## config.mk

```make
export PLATFORM = sky130hd
export DESIGN_NAME = spart_driver_flat
export DESIGN_NICKNAME = d
export VERILOG_FILES = /design/src/rtl/spart_driver_if.sv /design/src/rtl/spart_driver.sv /design/src/flat_wrapper.sv
export SDC_FILE = /design/constraint.sdc
export NUM_CORES = 1
export LEC_CHECK = 0
export ABC_AREA = 1
export BUFFER_PORTS_ARGS = -buffer_cell sky130_fd_sc_hd__buf_2
export CAP_MARGIN = 5
export CORE_MARGIN = 5
export CORE_UTILIZATION = 40
export DETAILED_ROUTE_END_ITERATION = 12
export HOLD_SLACK_MARGIN = 0.02
export PLACE_DENSITY = 0.75
export SYNTH_ARGS = -nofsm -noshare
export SYNTH_HDL_FRONTEND = slang
export SYNTH_SLANG_ARGS = --single-unit
```

## constraint.sdc

```tcl
create_clock -name clk -period 2.2 [get_ports clk]
set_input_delay 0 -clock clk [delete_from_list [all_inputs] [get_ports clk]]
set_output_delay 0 -clock clk [all_outputs]
set_load 0.01 [all_outputs]
```

## src/rtl/spart_driver_if.sv

```systemverilog
// Register bus between the processor-side driver and the SPART.
// The driver is the master; the SPART returns combinational read data.
interface spart_driver_if;
    logic       iocs;
    logic       iorw;
    logic [1:0] ioaddr;
    logic [7:0] bus_wdata;
    logic [7:0] bus_rdata;

    modport master (
        output iocs,
        output iorw,
        output ioaddr,
        output bus_wdata,
        input  bus_rdata
    );

    modport slave (
        input  iocs,
        input  iorw,
        input  ioaddr,
        input  bus_wdata,
        output bus_rdata
    );
endinterface

```

## src/rtl/spart_driver.sv

```systemverilog
// Processor stand-in for the mini SPART bus: programs the baud divisor
// from the switches, then echoes every received byte back out.
module spart_driver #(
    parameter logic [15:0] DIV0 = 16'h0515,
    parameter logic [15:0] DIV1 = 16'h028A,
    parameter logic [15:0] DIV2 = 16'h0145,
    parameter logic [15:0] DIV3 = 16'h00A2
) (
    input  logic           clk,
    input  logic           rst_n,
    input  logic [1:0]     br_cfg,
    spart_driver_if.master bus,
    output logic [7:0]     rx_char,
    output logic           rx_strobe,
    output logic [7:0]     echo_cnt
);

    localparam logic [2:0] INIT_LO  = 3'd0;
    localparam logic [2:0] INIT_HI  = 3'd1;
    localparam logic [2:0] POLL_RX  = 3'd2;
    localparam logic [2:0] READ_RX  = 3'd3;
    localparam logic [2:0] POLL_TX  = 3'd4;
    localparam logic [2:0] WRITE_TX = 3'd5;

    localparam logic [1:0] A_BUF    = 2'b00;
    localparam logic [1:0] A_STAT   = 2'b01;
    localparam logic [1:0] A_DIV_LO = 2'b10;
    localparam logic [1:0] A_DIV_HI = 2'b11;

    logic [1:0]  cfg_s1;
    logic [1:0]  cfg_s2;
    logic [1:0]  cfg_q;
    logic [2:0]  state;
    logic [15:0] div;

    // Switches are asynchronous; two flops before anything looks at them.
    always_ff @(posedge clk) begin
        cfg_s1 <= br_cfg;
        cfg_s2 <= cfg_s1;
    end

    always_comb begin
        div = DIV0;
        unique case (cfg_q)
            2'b00: div = DIV0;
            2'b01: div = DIV1;
            2'b10: div = DIV2;
            2'b11: div = DIV3;
            default: div = DIV0;
        endcase
    end

    // iocs low: issue this state's access. iocs high: close it and decide.
    // Closing always drops iocs, which gives the mandatory idle gap.
    always_ff @(posedge clk) begin
        if (!rst_n) begin
            state         <= INIT_LO;
            bus.iocs      <= 1'b0;
            bus.iorw      <= 1'b1;
            bus.ioaddr    <= A_BUF;
            bus.bus_wdata <= 8'h00;
            rx_char       <= 8'h00;
            rx_strobe     <= 1'b0;
            echo_cnt      <= 8'h00;
            cfg_q         <= cfg_s2;
        end else begin
            rx_strobe <= 1'b0;
            if (!bus.iocs) begin
                bus.iocs <= 1'b1;
                unique case (state)
                    INIT_LO: begin
                        bus.iorw      <= 1'b0;
                        bus.ioaddr    <= A_DIV_LO;
                        bus.bus_wdata <= div[7:0];
                    end
                    INIT_HI: begin
                        bus.iorw      <= 1'b0;
                        bus.ioaddr    <= A_DIV_HI;
                        bus.bus_wdata <= div[15:8];
                    end
                    POLL_RX, POLL_TX: begin
                        bus.iorw   <= 1'b1;
                        bus.ioaddr <= A_STAT;
                    end
                    READ_RX: begin
                        bus.iorw   <= 1'b1;
                        bus.ioaddr <= A_BUF;
                    end
                    WRITE_TX: begin
                        bus.iorw      <= 1'b0;
                        bus.ioaddr    <= A_BUF;
                        bus.bus_wdata <= rx_char;
                    end
                    default: begin
                        bus.iocs <= 1'b0;
                        state    <= INIT_LO;
                    end
                endcase
            end else begin
                bus.iocs <= 1'b0;
                unique case (state)
                    INIT_LO: state <= INIT_HI;
                    INIT_HI: state <= POLL_RX;
                    POLL_RX: begin
                        if (cfg_s2 != cfg_q) begin
                            cfg_q <= cfg_s2;
                            state <= INIT_LO;
                        end else if (bus.bus_rdata[1]) begin
                            state <= READ_RX;
                        end
                    end
                    READ_RX: begin
                        rx_char   <= bus.bus_rdata;
                        rx_strobe <= 1'b1;
                        state     <= POLL_TX;
                    end
                    POLL_TX: begin
                        if (bus.bus_rdata[0]) begin
                            state <= WRITE_TX;
                        end
                    end
                    WRITE_TX: begin
                        echo_cnt <= echo_cnt + 8'd1;
                        state    <= POLL_RX;
                    end
                    default: state <= INIT_LO;
                endcase
            end
        end
    end

endmodule

```

## src/flat_wrapper.sv

```systemverilog
// flat-port wrapper written by rule: the top's interface ports become plain ports
module spart_driver_flat 
#(
    parameter logic [15:0] DIV0 = 16'h0515,
    parameter logic [15:0] DIV1 = 16'h028A,
    parameter logic [15:0] DIV2 = 16'h0145,
    parameter logic [15:0] DIV3 = 16'h00A2
)
  (clk, rst_n, br_cfg, rx_char, rx_strobe, echo_cnt, bus_iocs, bus_iorw, bus_ioaddr, bus_bus_wdata, bus_bus_rdata);
  spart_driver_if bus_i ();
  input  logic clk;
  input  logic rst_n;
  input  logic [1:0] br_cfg;
  output logic [7:0] rx_char;
  output logic rx_strobe;
  output logic [7:0] echo_cnt;
  output wire logic [$bits(bus_i.iocs)-1:0] bus_iocs;
  output wire logic [$bits(bus_i.iorw)-1:0] bus_iorw;
  output wire logic [$bits(bus_i.ioaddr)-1:0] bus_ioaddr;
  output wire logic [$bits(bus_i.bus_wdata)-1:0] bus_bus_wdata;
  input wire logic [$bits(bus_i.bus_rdata)-1:0] bus_bus_rdata;
  assign bus_iocs = bus_i.iocs;
  assign bus_iorw = bus_i.iorw;
  assign bus_ioaddr = bus_i.ioaddr;
  assign bus_bus_wdata = bus_i.bus_wdata;
  assign bus_i.bus_rdata = bus_bus_rdata;
  spart_driver #(.DIV0(DIV0), .DIV1(DIV1), .DIV2(DIV2), .DIV3(DIV3)) u_core (.clk(clk), .rst_n(rst_n), .br_cfg(br_cfg), .bus(bus_i), .rx_char(rx_char), .rx_strobe(rx_strobe), .echo_cnt(echo_cnt));
endmodule
```

# After elaboration in Yosys (flattened, before gate mapping)
# Index checks and enable logic that the tools add are counted.
# word_totals
ff_bits	38
input_bits	12
wordCells	65
# op_classes
add_sub_neg	1
n_eq_ne	15
n_mux	16
bitwise	2
n_reduce_logical	20
# op_table
op	n
16-bit case mux with 4 select lines	1
8-bit case mux with 3 select lines	1
3-bit 2-to-1 mux	5
3-bit case mux with 5 select lines	1
2-bit AND reduction	6
8-bit by 1-bit adder with 8-bit output (second input constant)	1
2-bit 2-to-1 mux	4
2-bit by 1-bit inequality test with 1-bit output (second input constant)	4
2-bit case mux with 4 select lines	1
2-bit OR reduction	4
3-bit by 2-bit == test with 1-bit output (second input constant)	2
3-bit == test (second input constant)	2
3-bit AND reduction	2
3-bit OR reduction	2
6-bit OR reduction	1
2-bit == test (second input constant)	2
4-bit inequality test (second input constant)	1
4-bit nonzero test	1
3-bit by 1-bit == test with 1-bit output (second input constant)	1
3-bit zero test	1
3-bit inequality test (second input constant)	1
3-bit nonzero test	1
2-bit by 1-bit == test with 1-bit output (second input constant)	1
2-bit zero test	1
5 further kinds	7

# Depth between registers and ports, before layout
# Gate-level depths: netlist of the first run.
# logic_depth
word_depth	5
depth_mapped	10

# Least setup slack after synthesis of the first run
# OpenSTA, ideal clock, no wires.
# synth_timing
path_type	register to register
from	register u_core.bus.iocs
to	register u_core.cfg_q[0], enable pin
arrival_ps	1012
required_ps	1862
slack_ps	851
stages_incl_launch_ff	4
path_buffers	1
synth_period_minus_slack_ps	1349
path_cell_list	dfxtp_1 buf_4 inv_1 o31ai_1
# synth_via
elab_chain_cells	2
# synth_rtl
element	line_no	text
from (decl)	spart_driver_if.sv:11	output iocs,
from (signal assigned)	spart_driver.sv:58	bus.iocs <= 1'b0;
from (signal assigned)	spart_driver.sv:69	bus.iocs <= 1'b1;
from (signal assigned)	spart_driver.sv:95	bus.iocs <= 1'b0;
2-bit by 1-bit inequality test with 1-bit output (no source line)	-	
3-bit AND reduction (no source line)	-	
to (signal assigned)	spart_driver.sv:65	cfg_q <= cfg_s2;
to (signal assigned)	spart_driver.sv:106	cfg_q <= cfg_s2;
to (decl)	spart_driver.sv:32	logic [1:0] cfg_q;
# Every way passes these cells.
# A chain may end at the register's enable or synchronous reset.

# Worst setup path in the final report of the first run
# Ends and elaborated chain as after synthesis.

==> out/metrics.yaml, run 1 <==
yosys:
  synth_seq_cells: 38
  netlist_instances: 226
  synth_area_um2: 1700
  ys_types: 32
  synth_top_cell_area_share_pct: 42.4
  synth_warnings: 0
  synth_area_leader_cell: "dfxtp_1"
  synthTopCellsByArea: "dfxtp_1 42%, nand2_1 9.7%, nor2_1 8.2%"
  syn_area_per_cell_um2: 7.51
  synth_fp_nets: 239
  synth_seq_area_share_pct: 46.0
worst_setup_path:
  crit_required_ps: 2140
  cp_max_fo: 9
  cp-start-kind: "flip-flop"
  cp_cell_sequence: "inv_1 -> o31ai_1"
  slowest_stage: "dfxtp_1"
  cp.arrival_ps: 1620
  crit_path_end_kind: "flip-flop"
  crit_path_max_incr_delay_ps: 590
  criticalPathCategory: "flip-flop to flip-flop"
pwr:
  power_density_nw_per_um2: 741
  peakVddDrop_mv: 0.386
  p_leak_uw: 0.00102
floorplan:
  core_region_area_um2: 4060
  pin_count: 41
  die_h_um: 75.2
  rows: 23
  die_w_um: 75.2
  die_area_um2: 5650
  start_util_pct: 41.8
routing:
  wl_per_cell_um: 12.3
  via_per_inst: 5.01
  drtIter0Drc: 136
  num_vias: 1638
  routed_wl_um: 4010
  dr.pass1.iters: 4
  drc: 0
  antenna_left: 0
placed_design:
  hpwl_um: 2950
  io_buffers: 40
  place.gp.congestion: 0.939
  placedCellCount: 311
global_route:
  antenna_found_initial: 0
  grt_pass1_wl_um: 6800
  grt_pass1_vias: 1544
  grt_use_total_pct: 15.5
  grt_max_degree: 25
  grt_overflow: 0
sta:
  fin_tns_setup_ps: 0
  rsz0062_at_grt: "no"
  drv_slew: 0
  hold_viol: 0
  slew_headroom_pct: 71.1
  timing.hold.ws_ps: 32.3
  setup_viol_count_final: 0
  min_period_over_period_pct: 76.4
  post-route-min-period_ps: 1680
  fin_skew_ps: 3.26
  tightestPinTransition_ps: 430
  max_freq_mhz: 595
clock_tree:
  cts_tree: "yes"
  cts_resized: 0
  max-clock-path-buffers: 2
  clkSinkCount: 38
  cts_max_level: 2
  cts_inserted_buffers: 5
  clockRootBuffer: "clkbuf_8"
  clkSlewWorstSetupHoldPaths_ps: 70
  clk_latency_ps: 280
cells_and_area:
  final_common_cell: "nand2_1"
  syn2layout_area_growth_pct: 23.8
  layout_common_cells: "44 x nand2_1, 40 x buf_2, 37 x nor2_1"
  fin_cells: 327
  antennaDiodeCount: 0
  drive_gt1_share_pct: 23.5
  finalNetCount: 290
  multi_input_area_um2: 783
  seq_area_um2: 781
  fill_cells: 405
job:
  cap_violations: 0
min_path:
  hp-class: "primary input to flip-flop"
outcome:
  run_status: "complete, no violations"
==> sequential cells by signal (all words and copies together) (netlist names), 2 cells and up <==
register,flops
u_core.echo_cnt,8
u_core.cfg_s1,2
u_core.bus.bus_wdata,8
u_core.bus.ioaddr,2
u_core.rx_char,8
u_core.state,3
u_core.cfg_q,2
u_core.cfg_s2,2
==> synth_stat cells, drive strengths merged <==
cell / instances
nand2: 47
a31oi: 4
ha: 1
o31ai: 1
clkinv: 3
o21a: 2
nor3: 1
nor2: 45
o211ai: 1
buf: 4
o21ai: 22
o22ai: 1
a21oi: 18
xnor2: 2
clkbuf: 2
a22oi: 1
edfxtp: 2
dfxtp: 36
nand3: 12
inv: 20
nand4: 1
==> final timing paths <==
check        depth (start not counted)  slack [ps]                 to              from
max                                  2         520    u_core.cfg_q[0]   u_core.bus.iocs
min                                  3          30  u_core.rx_char[1]  bus_bus_rdata[1]
max reg2reg                          2         520    u_core.cfg_q[0]   u_core.bus.iocs
min reg2reg                          0         330   u_core.cfg_s2[1]  u_core.cfg_s1[1]
==> kinds of logic (layout without fill, tap and decap cells) <==
group                      count (synthesis)  in the layout  synth area share (%)
xor gates and xnor gates                   2              2                  1.03
buffers and inverters                     29             80                  7.88
AOI/OAI and AO/OA                         50             50                  15.8
adders and majority gates                  1              1                 0.737
DFF                                       38             38                  46.0
and+or+nand+nor                          106            106                  28.5
==> worst max-delay path: cells and delay by family, from the launching register on <==
kind                   cells  cell delay [ps]
DFF                        1              590
AOI/OAI and AO/OA          1              470
buffers and inverters      1              270
==> layout make-up <==
class / count / area share (%)
timing repair buffer: 50 / 14.2
clock buffer: 7 / 4.11
tap: 50 / 2.98
sequential: 38 / 37.1
multi-input combinational: 159 / 37.3
inverter: 23 / 4.35
==> stage by stage <==
| step | util [%] | cell area, µm² | total power [µW] | setup WS [ps] |
|---|---|---|---|---|
| global placement | 47.5 | 1930 | 1080 | 642 |
| finish | 51.8 | 2100 | 1560 | 520 |
| detailed placement | 47.5 | 1930 | 1090 | 554 |
| floorplan | - | 1700 | 995 | 851 |
| global route | 51.8 | 2100 | 1650 | 398 |
| CTS | 51.8 | 2100 | 1570 | 532 |
==> layer usage <==
| metal | GRT usage [%] | routed length [µm] | vias to the layer above |
|---|---|---|---|
| li1 | - | - | 838 |
| met1 | 20.9 | 1870 | 750 |
| met2 | 24.4 | 1820 | 45 |
| met3 | 4.14 | 278 | 5 |
| met4 | 4.85 | 41 | 0 |
| met5 | 0 | 0 | - |
==> power breakdown <==
group / switching (µW) / total, µW / internal [µW]
registers: 48.7 / 796 / 747
clock network: 223 / 471 / 248
logic: 177 / 290 / 114
total: 448 / 1560 / 1110
==> repair_timing <==
item,CTS,global route
endpoints found under the hold margin,9,0
setup buffers,0,0
hold buffers,9,0
No activity file was read; power rests on OpenSTA's default activity.
==> run 2: changes to the inputs <==
--- a/config.mk
+++ b/config.mk
@@ -12,7 +12,7 @@
 export CORE_UTILIZATION = 40
 export DETAILED_ROUTE_END_ITERATION = 12
 export HOLD_SLACK_MARGIN = 0.02
-export PLACE_DENSITY = 0.75
+export PLACE_DENSITY = 0.77
 export SYNTH_ARGS = -nofsm -noshare
 export SYNTH_HDL_FRONTEND = slang
 export SYNTH_SLANG_ARGS = --single-unit
==> constraint.sdc (replaced) <==
create_clock -name clk -period 1.45 [get_ports clk]
set_input_delay 0 -clock clk [delete_from_list [all_inputs] [get_ports clk]]
set_output_delay 0 -clock clk [all_outputs]
set_load 0.01 [all_outputs]
==> run 2 against run 1 <==
Net effect: die area unchanged; critical path depth increased by 4; clock-buffer cell count unchanged; design area increased by 7.5%; total power increased by 68%.
==> out/metrics.yaml, run 2 (synthesized netlist as in run 1, its figures left out) <==
sta:
  fin_tns_setup_ps: 0  # unchanged
  finalWorstSetupSlack_ps: 93.5  # was 520 ps
  tightestPinTransition_ps: 286  # was 430 ps
  setup_viol_count_final: 0  # unchanged
  fin_skew_ps: 7.06  # was 3.26 ps
  drv_slew: 0  # unchanged
  slew_headroom_pct: 80.8  # was 71.1%
  min_period_over_period_pct: 93.6  # was 76.4%
  rsz0062_at_grt: "no"  # unchanged
  hold_viol: 0  # unchanged
  post-route-min-period_ps: 1360  # was 1680 ps
  max_freq_mhz: 737  # was 595 MHz
placed_design:
  dpl-instance-area_um2: 2020  # was 1930 µm²
  place.gp.congestion: 0.891  # was 0.939
  io_buffers: 40  # unchanged
  preCtsSetupSlack_ps: 49.3  # was 554 ps
  hpwl_um: 3100  # was 2950 µm
pwr:
  peakVddDrop_mv: 0.517  # was 0.386 mV
  p_leak_uw: 0.00110  # was 0.00102 µW
  power_density_nw_per_um2: 1160  # was 741 nW/µm²
global_route:
  grt_max_degree: 18  # was 25
  met1_usage_pct: 20.1  # was 20.9%
  busiest_layer: "met2"  # unchanged
  grt_overflow: 0  # unchanged
  grt_pass1_wl_um: 6860  # was 6800 µm
  use_met3_pct: 4.01  # was 4.14%
  antenna_found_initial: 0  # unchanged
  gr-usage-met2_pct: 26.9  # was 24.4%
  grt_pass1_vias: 1550  # was 1544
  grt_use_total_pct: 15.9  # was 15.5%
cells_and_area:
  antennaDiodeCount: 0  # unchanged
  final_common_cell: "nand2_1"  # unchanged
  layout_common_cells: "44 x nand2_1, 40 x buf_2, 35 x nor2_1"  # was 44 x nand2_1, 40 x buf_2, 37 x nor2_1
  seq_area_um2: 783  # was 781 µm²
  finalNetCount: 306  # was 290
  postLayoutCellArea_um2: 2260  # was 2100 µm²
  reg_top3: "u_core.bus.bus_wdata x8, u_core.echo_cnt x8, u_core.rx_char x8"  # unchanged
  fill_cells: 381  # was 405
  syn2layout_area_growth_pct: 33.1  # was 23.8%
  drive_gt1_share_pct: 29.9  # was 23.5%
  multi_input_area_um2: 798  # was 783 µm²
worst_setup_path:
  cp.arrival_ps: 1370  # was 1620 ps
  crit_path_end_kind: "flip-flop"  # unchanged
  timing.rr.start: "u_core.cfg_q[0]"  # was u_core.bus.iocs
  criticalPathCategory: "flip-flop to flip-flop"  # unchanged
  crit_start: "u_core.cfg_q[0]"  # was u_core.bus.iocs
  cp_max_fo: 4  # was 9
  crit_required_ps: 1460  # was 2140 ps
  cp-start-kind: "flip-flop"  # unchanged
clock_tree:
  clockRootBuffer: "clkbuf_8"  # unchanged
  clkSlewWorstSetupHoldPaths_ps: 70  # about the same
  cts_inserted_buffers: 5  # unchanged
  max-clock-path-buffers: 2  # unchanged
  cts_tree: "yes"  # unchanged
  clk_latency_ps: 290  # was 280 ps
  cts_max_level: 2  # unchanged
  clkSinkCount: 38  # unchanged
routing:
  dr.pass1.iters: 4  # unchanged
  antenna_left: 0  # unchanged
  routed_wl_um: 4280  # was 4010 µm
  num_vias: 1682  # was 1638
  drc: 0  # unchanged
  drtIter0Drc: 118  # was 136
  wl_per_cell_um: 12.4  # was 12.3 µm
  via_per_inst: 4.89  # was 5.01
floorplan:
  pin_count: 41  # unchanged
  die_h_um: 75.2  # unchanged
  start_util_pct: 41.8  # unchanged
  rows: 23  # unchanged
  die_area_um2: 5650  # unchanged
  die_w_um: 75.2  # unchanged
  core_region_area_um2: 4060  # unchanged
min_path:
  hold_start: "bus_bus_rdata[1]"  # unchanged
  hp-class: "primary input to flip-flop"  # unchanged
job:
  cap_violations: 0  # unchanged
outcome:
  run_status: "complete, no violations"  # unchanged
[run 2: cell types whose count changed in the layout (fill, tap and decap cells not counted), sizes merged]
cell    change
bufinv      +1
buf        +16
[run 2: layout make-up]
type	instances	area share, %
inverter	23	4.04
clock buffer	7	3.38
sequential	38	34.7
multi-input combinational	159	35.3
clock inverter	1	1.33
tap	50	2.77
timing repair buffer	66	18.5
[run 2: metal layers]
metal  vias up  part of all wire, %
li1        866                    -
met1       756                   45
met2        53                   46
met3         7                  7.7
met4         0                  1.2
met5         -                    0
[run 2: worst paths after layout]
path,slack [ps],depth (start not counted),endpoint
setup / recovery,90,6,u_core.cfg_q[0]
hold / removal,30,3,u_core.rx_char[1]
setup reg to reg,90,6,u_core.cfg_q[0]
hold reg to reg,330,0,u_core.cfg_s2[1]
[run 2: timing repair]
item	in CTS	in global routing
endpoints found under the hold margin	9	0
hold buffers	9	0
buffers inserted	0	4
resized for setup	0	8
setup endpoints to repair	0	6
[run 2: per-stage QoR]
step	utilization, %	cells	hold slack (ps)	power [µW]
floorplan	-	226	27.7	1510
global placement	49.7	323	103	1700
detailed placement	49.7	323	107	1700
CTS	54.5	340	43.3	2590
global route	55.7	344	81.1	2740
finish	55.7	344	30.4	2610
[run 2: report_power, final]
part / leakage [µW] / internal, µW / switching [µW]
combinational: 0.000736 / 229 / 306
sequential: 0.000315 / 1130 / 61.4
clock: 0.0000524 / 515 / 365
[run 2: critical path, cell delays in order, from the launching register on]
cell and delay (ps):
edfxtp_1 440, inv_2 90, nand2_1 50, nand2_1 90, nor2_4 60, o31ai_2 190
buf_4 160
